--- config.mk ---
export PLATFORM = sky130hd
export DESIGN_NAME = if_id_decode
export DESIGN_NICKNAME = d
export VERILOG_FILES = /design/src/rtl/if_id_decode.sv
export SDC_FILE = /design/constraint.sdc
export NUM_CORES = 1
export LEC_CHECK = 0
export CORE_MARGIN = 5
export CORE_UTILIZATION = 43
export CTS_CLUSTER_DIAMETER = 40
export DETAILED_ROUTE_END_ITERATION = 8
export MAX_ROUTING_LAYER = met4
export PLACE_DENSITY = 0.88
export SYNTH_ARGS = -nofsm -noshare
export SYNTH_HDL_FRONTEND = slang
export SYNTH_SLANG_ARGS = --single-unit
--- constraint.sdc ---
create_clock -name clk -period 4 [get_ports clk]
set_clock_uncertainty 0.15 [all_clocks]
set_input_delay 0.8 -clock clk [delete_from_list [all_inputs] [get_ports clk]]
set_output_delay 0.8 -clock clk [all_outputs]
set_load 0.005 [all_outputs]
--- src/rtl/if_id_decode.sv ---
// -----------------------------------------------------------------------------
// if_id_decode
//   IF/ID pipeline register and primary MIPS instruction decoder. The fetched
//   instruction and PC are captured, and the decoded register fields and
//   control bits are registered at the same edge (one cycle of latency).
//   The hazard unit can hold the stage (stall) or empty it (flush). A
//   saturating counter tracks accepted illegal instructions.
//
// Ports
//   clk, rst_n            rising-edge clock; synchronous active-low reset
//   if_valid/instr/pc     fetch-stage instruction, its PC, and a valid flag
//   stall, flush          hold / bubble requests (flush has priority)
//   if_ready              combinational ~stall; fetch advances when high
//   id_valid/pc/instr     registered instruction state
//   imm16, zero_extend    outputs to ImmediateExtender
//   rs, rt, rd, shamt     raw instruction register fields
//   dest_reg              write-back register index
//   reg_write .. jump     decoded control bits
//   illegal, ill_count    unsupported opcode/funct flag and saturating count
// -----------------------------------------------------------------------------
module if_id_decode #(
  parameter int unsigned ILL_CNT_W = 8,
  parameter logic [31:0] RESET_PC  = 32'h0000_0000
) (
  input  logic                 clk,
  input  logic                 rst_n,
  input  logic                 if_valid,
  input  logic [31:0]          if_instr,
  input  logic [31:0]          if_pc,
  input  logic                 stall,
  input  logic                 flush,
  output logic                 if_ready,
  output logic                 id_valid,
  output logic [31:0]          id_pc,
  output logic [31:0]          id_instr,
  output logic [15:0]          imm16,
  output logic                 zero_extend,
  output logic [4:0]           rs,
  output logic [4:0]           rt,
  output logic [4:0]           rd,
  output logic [4:0]           shamt,
  output logic [4:0]           dest_reg,
  output logic                 reg_write,
  output logic                 mem_read,
  output logic                 mem_write,
  output logic                 alu_src_imm,
  output logic                 branch,
  output logic                 jump,
  output logic                 illegal,
  output logic [ILL_CNT_W-1:0] ill_count
);

  typedef enum logic [5:0] {
    OP_RTYPE = 6'h00,
    OP_J     = 6'h02,
    OP_JAL   = 6'h03,
    OP_BEQ   = 6'h04,
    OP_BNE   = 6'h05,
    OP_ADDI  = 6'h08,
    OP_ADDIU = 6'h09,
    OP_SLTI  = 6'h0A,
    OP_SLTIU = 6'h0B,
    OP_ANDI  = 6'h0C,
    OP_ORI   = 6'h0D,
    OP_XORI  = 6'h0E,
    OP_LUI   = 6'h0F,
    OP_LW    = 6'h23,
    OP_SW    = 6'h2B
  } opcode_e;

  // ---------------------------------------------------------------------------
  // Combinational decode of the incoming instruction
  // ---------------------------------------------------------------------------
  logic [5:0] w_op;
  logic [5:0] w_funct;
  logic [4:0] w_dest;
  logic       w_zext;
  logic       w_reg_write;
  logic       w_mem_read;
  logic       w_mem_write;
  logic       w_alu_src_imm;
  logic       w_branch;
  logic       w_jump;
  logic       w_illegal;

  assign w_op    = if_instr[31:26];
  assign w_funct = if_instr[5:0];

  always_comb begin
    w_dest        = '0;
    w_zext        = 1'b0;
    w_reg_write   = 1'b0;
    w_mem_read    = 1'b0;
    w_mem_write   = 1'b0;
    w_alu_src_imm = 1'b0;
    w_branch      = 1'b0;
    w_jump        = 1'b0;
    w_illegal     = 1'b0;
    case (w_op)
      OP_RTYPE: begin
        case (w_funct)
          6'h00, 6'h02, 6'h03,
          6'h20, 6'h21, 6'h22, 6'h23, 6'h24, 6'h25, 6'h26, 6'h27,
          6'h2A, 6'h2B: begin
            w_reg_write = 1'b1;
            w_dest      = if_instr[15:11];
          end
          6'h08: begin
            w_jump = 1'b1;
            w_dest = if_instr[15:11];
          end
          default: w_illegal = 1'b1;
        endcase
      end
      OP_ADDI, OP_ADDIU, OP_SLTI, OP_SLTIU: begin
        w_reg_write   = 1'b1;
        w_alu_src_imm = 1'b1;
        w_dest        = if_instr[20:16];
      end
      OP_ANDI, OP_ORI, OP_XORI, OP_LUI: begin
        w_reg_write   = 1'b1;
        w_alu_src_imm = 1'b1;
        w_dest        = if_instr[20:16];
        w_zext        = 1'b1;
      end
      OP_LW: begin
        w_mem_read    = 1'b1;
        w_reg_write   = 1'b1;
        w_alu_src_imm = 1'b1;
        w_dest        = if_instr[20:16];
      end
      OP_SW: begin
        w_mem_write   = 1'b1;
        w_alu_src_imm = 1'b1;
      end
      OP_BEQ, OP_BNE: w_branch = 1'b1;
      OP_J:           w_jump   = 1'b1;
      OP_JAL: begin
        w_jump      = 1'b1;
        w_reg_write = 1'b1;
        w_dest      = 5'd31;
      end
      default: w_illegal = 1'b1;
    endcase
  end

  // ---------------------------------------------------------------------------
  // Pipeline registers
  // ---------------------------------------------------------------------------
  logic                 r_valid;
  logic [31:0]          r_pc;
  logic [31:0]          r_instr;
  logic [4:0]           r_dest;
  logic                 r_zext;
  logic                 r_reg_write;
  logic                 r_mem_read;
  logic                 r_mem_write;
  logic                 r_alu_src_imm;
  logic                 r_branch;
  logic                 r_jump;
  logic                 r_illegal;
  logic [ILL_CNT_W-1:0] r_ill_count;

  always_ff @(posedge clk) begin
    if (!rst_n) begin
      r_valid       <= 1'b0;
      r_pc          <= RESET_PC;
      r_instr       <= '0;
      r_dest        <= '0;
      r_zext        <= 1'b0;
      r_reg_write   <= 1'b0;
      r_mem_read    <= 1'b0;
      r_mem_write   <= 1'b0;
      r_alu_src_imm <= 1'b0;
      r_branch      <= 1'b0;
      r_jump        <= 1'b0;
      r_illegal     <= 1'b0;
      r_ill_count   <= '0;
    end else if (flush) begin
      r_valid       <= 1'b0;
      r_pc          <= '0;
      r_instr       <= '0;
      r_dest        <= '0;
      r_zext        <= 1'b0;
      r_reg_write   <= 1'b0;
      r_mem_read    <= 1'b0;
      r_mem_write   <= 1'b0;
      r_alu_src_imm <= 1'b0;
      r_branch      <= 1'b0;
      r_jump        <= 1'b0;
      r_illegal     <= 1'b0;
    end else if (!stall) begin
      // Raw fields follow the instruction even for a bubble; only the
      // control side is gated by if_valid.
      r_valid       <= if_valid;
      r_pc          <= if_pc;
      r_instr       <= if_instr;
      r_dest        <= w_dest;
      r_zext        <= w_zext        & if_valid;
      r_reg_write   <= w_reg_write   & if_valid;
      r_mem_read    <= w_mem_read    & if_valid;
      r_mem_write   <= w_mem_write   & if_valid;
      r_alu_src_imm <= w_alu_src_imm & if_valid;
      r_branch      <= w_branch      & if_valid;
      r_jump        <= w_jump        & if_valid;
      r_illegal     <= w_illegal     & if_valid;
      if (if_valid && w_illegal && (r_ill_count != '1))
        r_ill_count <= r_ill_count + ILL_CNT_W'(1);
    end
  end

  assign if_ready    = ~stall;
  assign id_valid    = r_valid;
  assign id_pc       = r_pc;
  assign id_instr    = r_instr;
  assign imm16       = r_instr[15:0];
  assign rs          = r_instr[25:21];
  assign rt          = r_instr[20:16];
  assign rd          = r_instr[15:11];
  assign shamt       = r_instr[10:6];
  assign dest_reg    = r_dest;
  assign zero_extend = r_zext;
  assign reg_write   = r_reg_write;
  assign mem_read    = r_mem_read;
  assign mem_write   = r_mem_write;
  assign alu_src_imm = r_alu_src_imm;
  assign branch      = r_branch;
  assign jump        = r_jump;
  assign illegal     = r_illegal;
  assign ill_count   = r_ill_count;

endmodule
==> run metrics, run 1 <==
arrival time of data at the critical path endpoint 3.26 ns; Post-Synthesis Cells 381; share of the synthesized area in compound gates (AO/OA/AOI/OAI) 7.048%; clock root cell clkbuf_8; critical path class input pin to flip-flop; number of diodes added for antenna fixing 0; P&R area growth vs syn 52.04%; Post-Synth XOR/XNOR Area 1.437%; worst slew margin relative to its limit 49.40%; Synth area leaders dfxtp_1 47%, mux2i_1 18%, nor2_1 8.6%, buf_4 7.6%, a21oi_1 2.2%; maximum count of clock buffers along a single path 2; area of the core region 8258 um^2; share of synthesized cell area in and, or, nand and nor gates 15.91%; Post-CTS Setup Inserts 0; mean cell area of the mapped netlist 9.599 um^2; DRC viols 0; Worst Path Required 4.10 ns; via total after detailed routing 3163; area taken by flip-flops and latches 1722 um^2; leakage dissipation 2.170 nW; global-route congestion overflow total 0; Setup crit end kind flip-flop; classification of the worst-slack hold path flip-flop to flip-flop; antenna violations before repair 0; Total Die Area 10450 um^2; shortest period the worst path allows 3.165 ns; Detailed Route Iter0 Violations 135; met3 WL post-DR 868 um; FF+latch count, synth 86; unrepaired setup endpoints after global routing no; wire length the detailed router placed on met1 4161 um; number of CTS-inserted buffers 9; total area of multi-input combinational cells 1548 um^2; proportion of layout cells with a drive suffix above 1 5.607%; Synth top area share 47.07%; final sum of negative setup slack 0 ns; IO Port Bufs 191; Unique masters post-synth 37; drt total wl 10170 um; register clock-pin slew on the reported worst setup and hold paths 0.09 ns; Wirelength per Cell 15.90 um; most used standard cell by instance count after synthesis dfxtp_1; worst vdd ir 209.7 uV; number of global-route vias before repair 3345; highest layer used for signal routing met4; critical path launch point type input pin; max-slew violations 0; Pwr per Cell Area 319.3 nW/um^2; Routed met2 length 4952 um; most used flip-flop cell after synthesis dfxtp_1; num rows 33; total nets after synthesis 451; later-pin clock latency in the skew report 0.35 ns; Max Cap Viol 0; global routing usage summed across all routing layers 20.30%; via-per-instance ratio 4.942; Slew @ Worst Pin 0.7591 ns; share of the clock period used by the worst path after layout 79.13%; largest area contributor in the synthesized netlist dfxtp_1; fraction of the yosys area taken by sequential cells 47.07%; Detail Route Antenna Nets 0; most frequent cells after synthesis 86 x dfxtp_1, 84 x nor2_1, 64 x mux2i_1; number of nets in the layout 600; pin count of the biggest net entering global routing 63; outcome finished clean; last weighted congestion value of the routability-driven placer 0.7548; largest fanout on the critical path 12; FILL cells 686; count of synthesis-stage warnings from yosys 0; highest achievable clock rate 315.9 MHz; CTS Sinks 86; count of TritonRoute iterations in the first routing pass 4; height of the die 102.2 um; global-route wire length before repair 16070 um; fin util 67.33%; Die Width 102.2 um; EDFF count, synth 0; count of final setup violators 0; post-cts repair resize count 0; combinational family with the most area after synthesis multiplexers; starting utilization of the core area 44.29%; mux cell area share after synthesis 17.52%; I/O pin count 192; area of the mapped netlist 3657 um^2; sum of net half-perimeters after detailed placement 7824 um; adder and majority cell fraction of the synthesized area 0.3421%; Async SR Flop Fraction 0%; hold_buf cts 0; Final Hold Vio Count 0; number of levels in the clock H-tree 3; worst-case hold slack 0.3284 ns; TritonCTS clock tree built
-- worst max-delay path, stage by stage --
cell and delay [ns]:
clkdlybuf4s50_1 0.54, or4_4 0.61, or4_4 0.45, a31oi_4 0.36, nor3_2 0.14, and3_1 0.19
o21a_1 0.16
-- metrics by stage --
stage	power [mW]	instance area, um^2	setup slack, ns	cells
global route	1.864	5560	0.7196	640
detailed placement	1.173	5355	0.4446	624
global placement	1.166	5355	0.5114	624
CTS	1.802	5560	0.8404	640
floorplan	1.027	3657	1.191	381
finish	1.775	5560	0.8348	640
-- layout make-up --
class                   instances  area share [%]
repair buffers                195           34.88
flip-flops and latches         86           30.96
multi-input cells             234           27.84
well taps                     105           2.363
clock buffers                   9           2.228
clock inverters                 7           1.463
inverters                       4          0.2700
-- per-layer routing --
metal,vias to the layer above,global-route usage [%]
met5,-,-
met4,0,7.770
met3,14,5.597
met2,142,33.78
met1,1451,23.27
li1,1556,-
-- worst paths after layout --
path | slack [ns] | to | cells past startpoint | startpoint
max | 0.83 | ill_count[7]$_SDFFE_PN0P_ | 7 | if_instr[28]
min | 0.33 | id_valid$_SDFFE_PP0N_ | 2 | id_valid$_SDFFE_PP0N_
max reg2reg | 1.93 | ill_count[7]$_SDFFE_PN0P_ | 7 | ill_count[0]$_SDFFE_PN0P_
min reg2reg | 0.33 | id_valid$_SDFFE_PP0N_ | 2 | id_valid$_SDFFE_PP0N_
-- logic make-up after synthesis --
group,after synthesis
muxes,64
buffers and inverters,61
adders and majority gates,1
AOI/OAI and AO/OA,35
and+or+nand+nor,128
xor gates and xnor gates,6
DFF,86
-- layout by cell type (no fill, tap or decap), types with 2 or more instances in the layout --
cell | synthesis | routed
xnor2_1 | 5 | 5
inv_1 | 4 | 4
clkbuf_8 | 0 | 9
and2_1 | 2 | 2
a21oi_1 | 16 | 16
nand2_1 | 7 | 7
nor3_1 | 6 | 6
mux2i_1 | 64 | 64
nor3b_1 | 2 | 2
nor2_1 | 84 | 84
or4_4 | 2 | 2
clkinv_4 | 0 | 2
nand2b_1 | 5 | 4
nand4_1 | 3 | 3
dfxtp_1 | 86 | 86
or3_2 | 2 | 2
buf_4 | 37 | 5
a221o_1 | 4 | 4
inv_6 | 0 | 2
a32o_1 | 5 | 5
o21a_1 | 2 | 2
nand3_1 | 6 | 6
and3_1 | 3 | 3
clkdlybuf4s50_1 | 0 | 190
o21ai_0 | 3 | 3
-- power by group --
part / internal (mW) / switching (mW)
clock: 0.299 / 0.326
sequential: 0.878 / 0.0148
combinational: 0.158 / 0.0993
total: 1.34 / 0.440
No activity file was read; power rests on OpenSTA's default activity.
==> inputs of run 2 (changes only) <==
--- a/config.mk
+++ b/config.mk
@@ -6,11 +6,11 @@
 export NUM_CORES = 1
 export LEC_CHECK = 0
 export CORE_MARGIN = 5
-export CORE_UTILIZATION = 43
+export CORE_UTILIZATION = 36
 export CTS_CLUSTER_DIAMETER = 40
 export DETAILED_ROUTE_END_ITERATION = 8
 export MAX_ROUTING_LAYER = met4
-export PLACE_DENSITY = 0.88
+export PLACE_DENSITY = 0.79
 export SYNTH_ARGS = -nofsm -noshare
 export SYNTH_HDL_FRONTEND = slang
 export SYNTH_SLANG_ARGS = --single-unit
==> constraint.sdc (replaced) <==
create_clock -name clk -period 2.88 [get_ports clk]
set_clock_uncertainty 0.15 [all_clocks]
set_input_delay 0.576 -clock clk [delete_from_list [all_inputs] [get_ports clk]]
set_output_delay 0.576 -clock clk [all_outputs]
set_load 0.005 [all_outputs]
==> run 2 against run 1 <==
Worst setup slack lost 0.56 ns. Sequential share of layout area fell by 0.65 points. First-iteration DRC count grew 13%. Final area rose by 2.2%. Cell count up 6.3%. Non-clock buffer count up 12. Clock power rose by 36%. Largest power group unchanged.
==> run metrics, run 2 (synthesis gave the netlist of run 1 again) <==
pin count of the biggest net entering global routing 39; CTS Sinks 86; arrival time of data at the critical path endpoint 2.69 ns; count of TritonRoute iterations in the first routing pass 4; count of final setup violators 0; part of the power in the clock network 34.6%; most frequent standard cell in the layout excluding fill and tap cells clkdlybuf4s50_1; worst vdd ir 278.8 uV; largest fanout on the critical path 10; Detailed Route Iter0 Violations 152; Total Die Area 12270 um^2; via-per-instance ratio 4.775; post-cts repair resize count 0; proportion of layout cells with a drive suffix above 1 7.495%; last weighted congestion value of the routability-driven placer 0.8289; global-route wire length before repair 17630 um; Switch Pwr 589.7 uW; Detail Route Antenna Nets 0; worst reg2reg path endpoint ill_count[7]$_SDFFE_PN0P_; worst-case hold slack 0.3317 ns; final cell area excluding filler cells 5680 um^2; cell depth of the worst flop-to-flop path 7; worst slew margin relative to its limit 64.46%; launch point of the worst hold path id_valid$_SDFFE_PP0N_; global-route congestion overflow total 0; IO Port Bufs 191; endpoint with the worst hold slack id_valid$_SDFFE_PP0N_; via total after detailed routing 3247; classification of the worst-slack hold path flip-flop to flip-flop; net switching fraction of the power 23.96%; max-slew violations 0; Combinational Power Share 15.0%; Min-Delay Path Depth 2; register clock-pin slew on the reported worst setup and hold paths 0.09 ns; Die Width 110.8 um; unrepaired setup endpoints after global routing no; shortest period the worst path allows 2.602 ns; number of diodes added for antenna fixing 0; sum of net half-perimeters after detailed placement 8630 um; Worst Path Required 2.97 ns; clock root cell clkbuf_8; height of the die 110.8 um; area of the core region 9819 um^2; number of global-route vias before repair 3444; outcome finished clean; share of the clock period used by the worst path after layout 90.36%; global routing usage summed across all routing layers 18.03%; TritonCTS clock tree built; critical path class input pin to flip-flop; maximum count of clock buffers along a single path 2; number of levels in the clock H-tree 3; starting utilization of the core area 37.25%; critical path launch point type input pin; final sum of negative setup slack 0 ns; num rows 36; Worst R2R Start ill_count[0]$_SDFFE_PN0P_; DRC viols 0; number of CTS-inserted buffers 9; Max Cap Viol 0; Wirelength per Cell 15.99 um; antenna violations before repair 0; Post-CTS Setup Inserts 0; P&R area growth vs syn 55.32%; leading cell types in the layout, fill and taps excluded 190 x clkdlybuf4s50_1, 86 x dfxtp_1, 84 x nor2_1; Final Hold Vio Count 0; portion of total power attributed to sequential cells 50.4%; drt total wl 10870 um; leakage dissipation 2.217 nW; Slew @ Worst Pin 0.5332 ns; cell internal pwr 1.872 mW; Pwr per Cell Area 433.3 nW/um^2; register-to-register path setup slack 0.97 ns; highest achievable clock rate 384.2 MHz; I/O pin count 192; hold_buf cts 0; number of nets in the layout 612; Setup crit end kind flip-flop; later-pin clock latency in the skew report 0.35 ns; dpl cell area 5480 um^2
[run 2: cell count changes in the layout (fill, tap and decap cells not counted), sizes merged]
cell	before	now
clkinv	3	2
buf	5	17
inv	7	4
clkbuf	9	11
clkinvlp	0	2
[run 2: how the worst max path moves through the flow]
stage	startpoint	end	depth (start not counted)
2_1_floorplan	if_instr[29]	ill_count[7]$_SDFFE_PN0P_	7
3_3_place_gp	if_instr[28]	ill_count[6]$_SDFFE_PN0P_	8
3_5_place_dp	if_instr[28]	ill_count[4]$_SDFFE_PN0P_	8
4_1_cts	if_instr[28]	ill_count[4]$_SDFFE_PN0P_	8
5_1_grt	if_instr[28]	ill_count[6]$_SDFFE_PN0P_	8
6_report	if_instr[28]	ill_count[4]$_SDFFE_PN0P_	8
[run 2: routing by layer]
metal | global-route usage, % | wire (um) | up-vias
li1 | - | - | 1578
met1 | 18.52 | 4209 | 1514
met2 | 31.43 | 5465 | 145
met3 | 7.860 | 1066 | 10
met4 | 4.926 | 130 | 0
met5 | - | 0 | -
[run 2: area by class of cell]
class	instances	area (um^2)
Fill cell	883	4139
Sequential cell	86	1722
Inverter	4	15.01
Clock buffer	11	141.4
Multi-Input combinational cell	234	1548
Clock inverter	5	58.81
Timing Repair Buffer	207	2029
Tap cell	133	166.4
[run 2: through the flow]
step	cells	setup WS [ns]	total power [mW]	utilization [%]
5_1_grt	680	0.1996	2.587	57.85
6_report	680	0.2775	2.461	57.85
4_1_cts	680	0.2839	2.502	57.85
3_3_place_gp	664	-0.04100	1.631	55.81
2_1_floorplan	381	0.3298	1.427	-
3_5_place_dp	664	-0.09569	1.641	55.81
[run 2: worst max-delay path, stage by stage]
cell and delay [ns]:
clkdlybuf4s50_1 0.43, or4_4 0.57, or4_4 0.46, a31oi_4 0.19, buf_4 0.20, nor3b_1 0.07, xnor2_1 0.14, nor2_1 0.06
[run 2: power groups by stage]
stage          Combinational, mW  Sequential [mW]  Clock (mW)
3_3_place_gp               0.364             1.27           0
3_5_place_dp               0.372             1.27           0
6_report                   0.369             1.24       0.852
5_1_grt                    0.396             1.25       0.944
4_1_cts                    0.373             1.24       0.887
2_1_floorplan              0.157             1.27           0
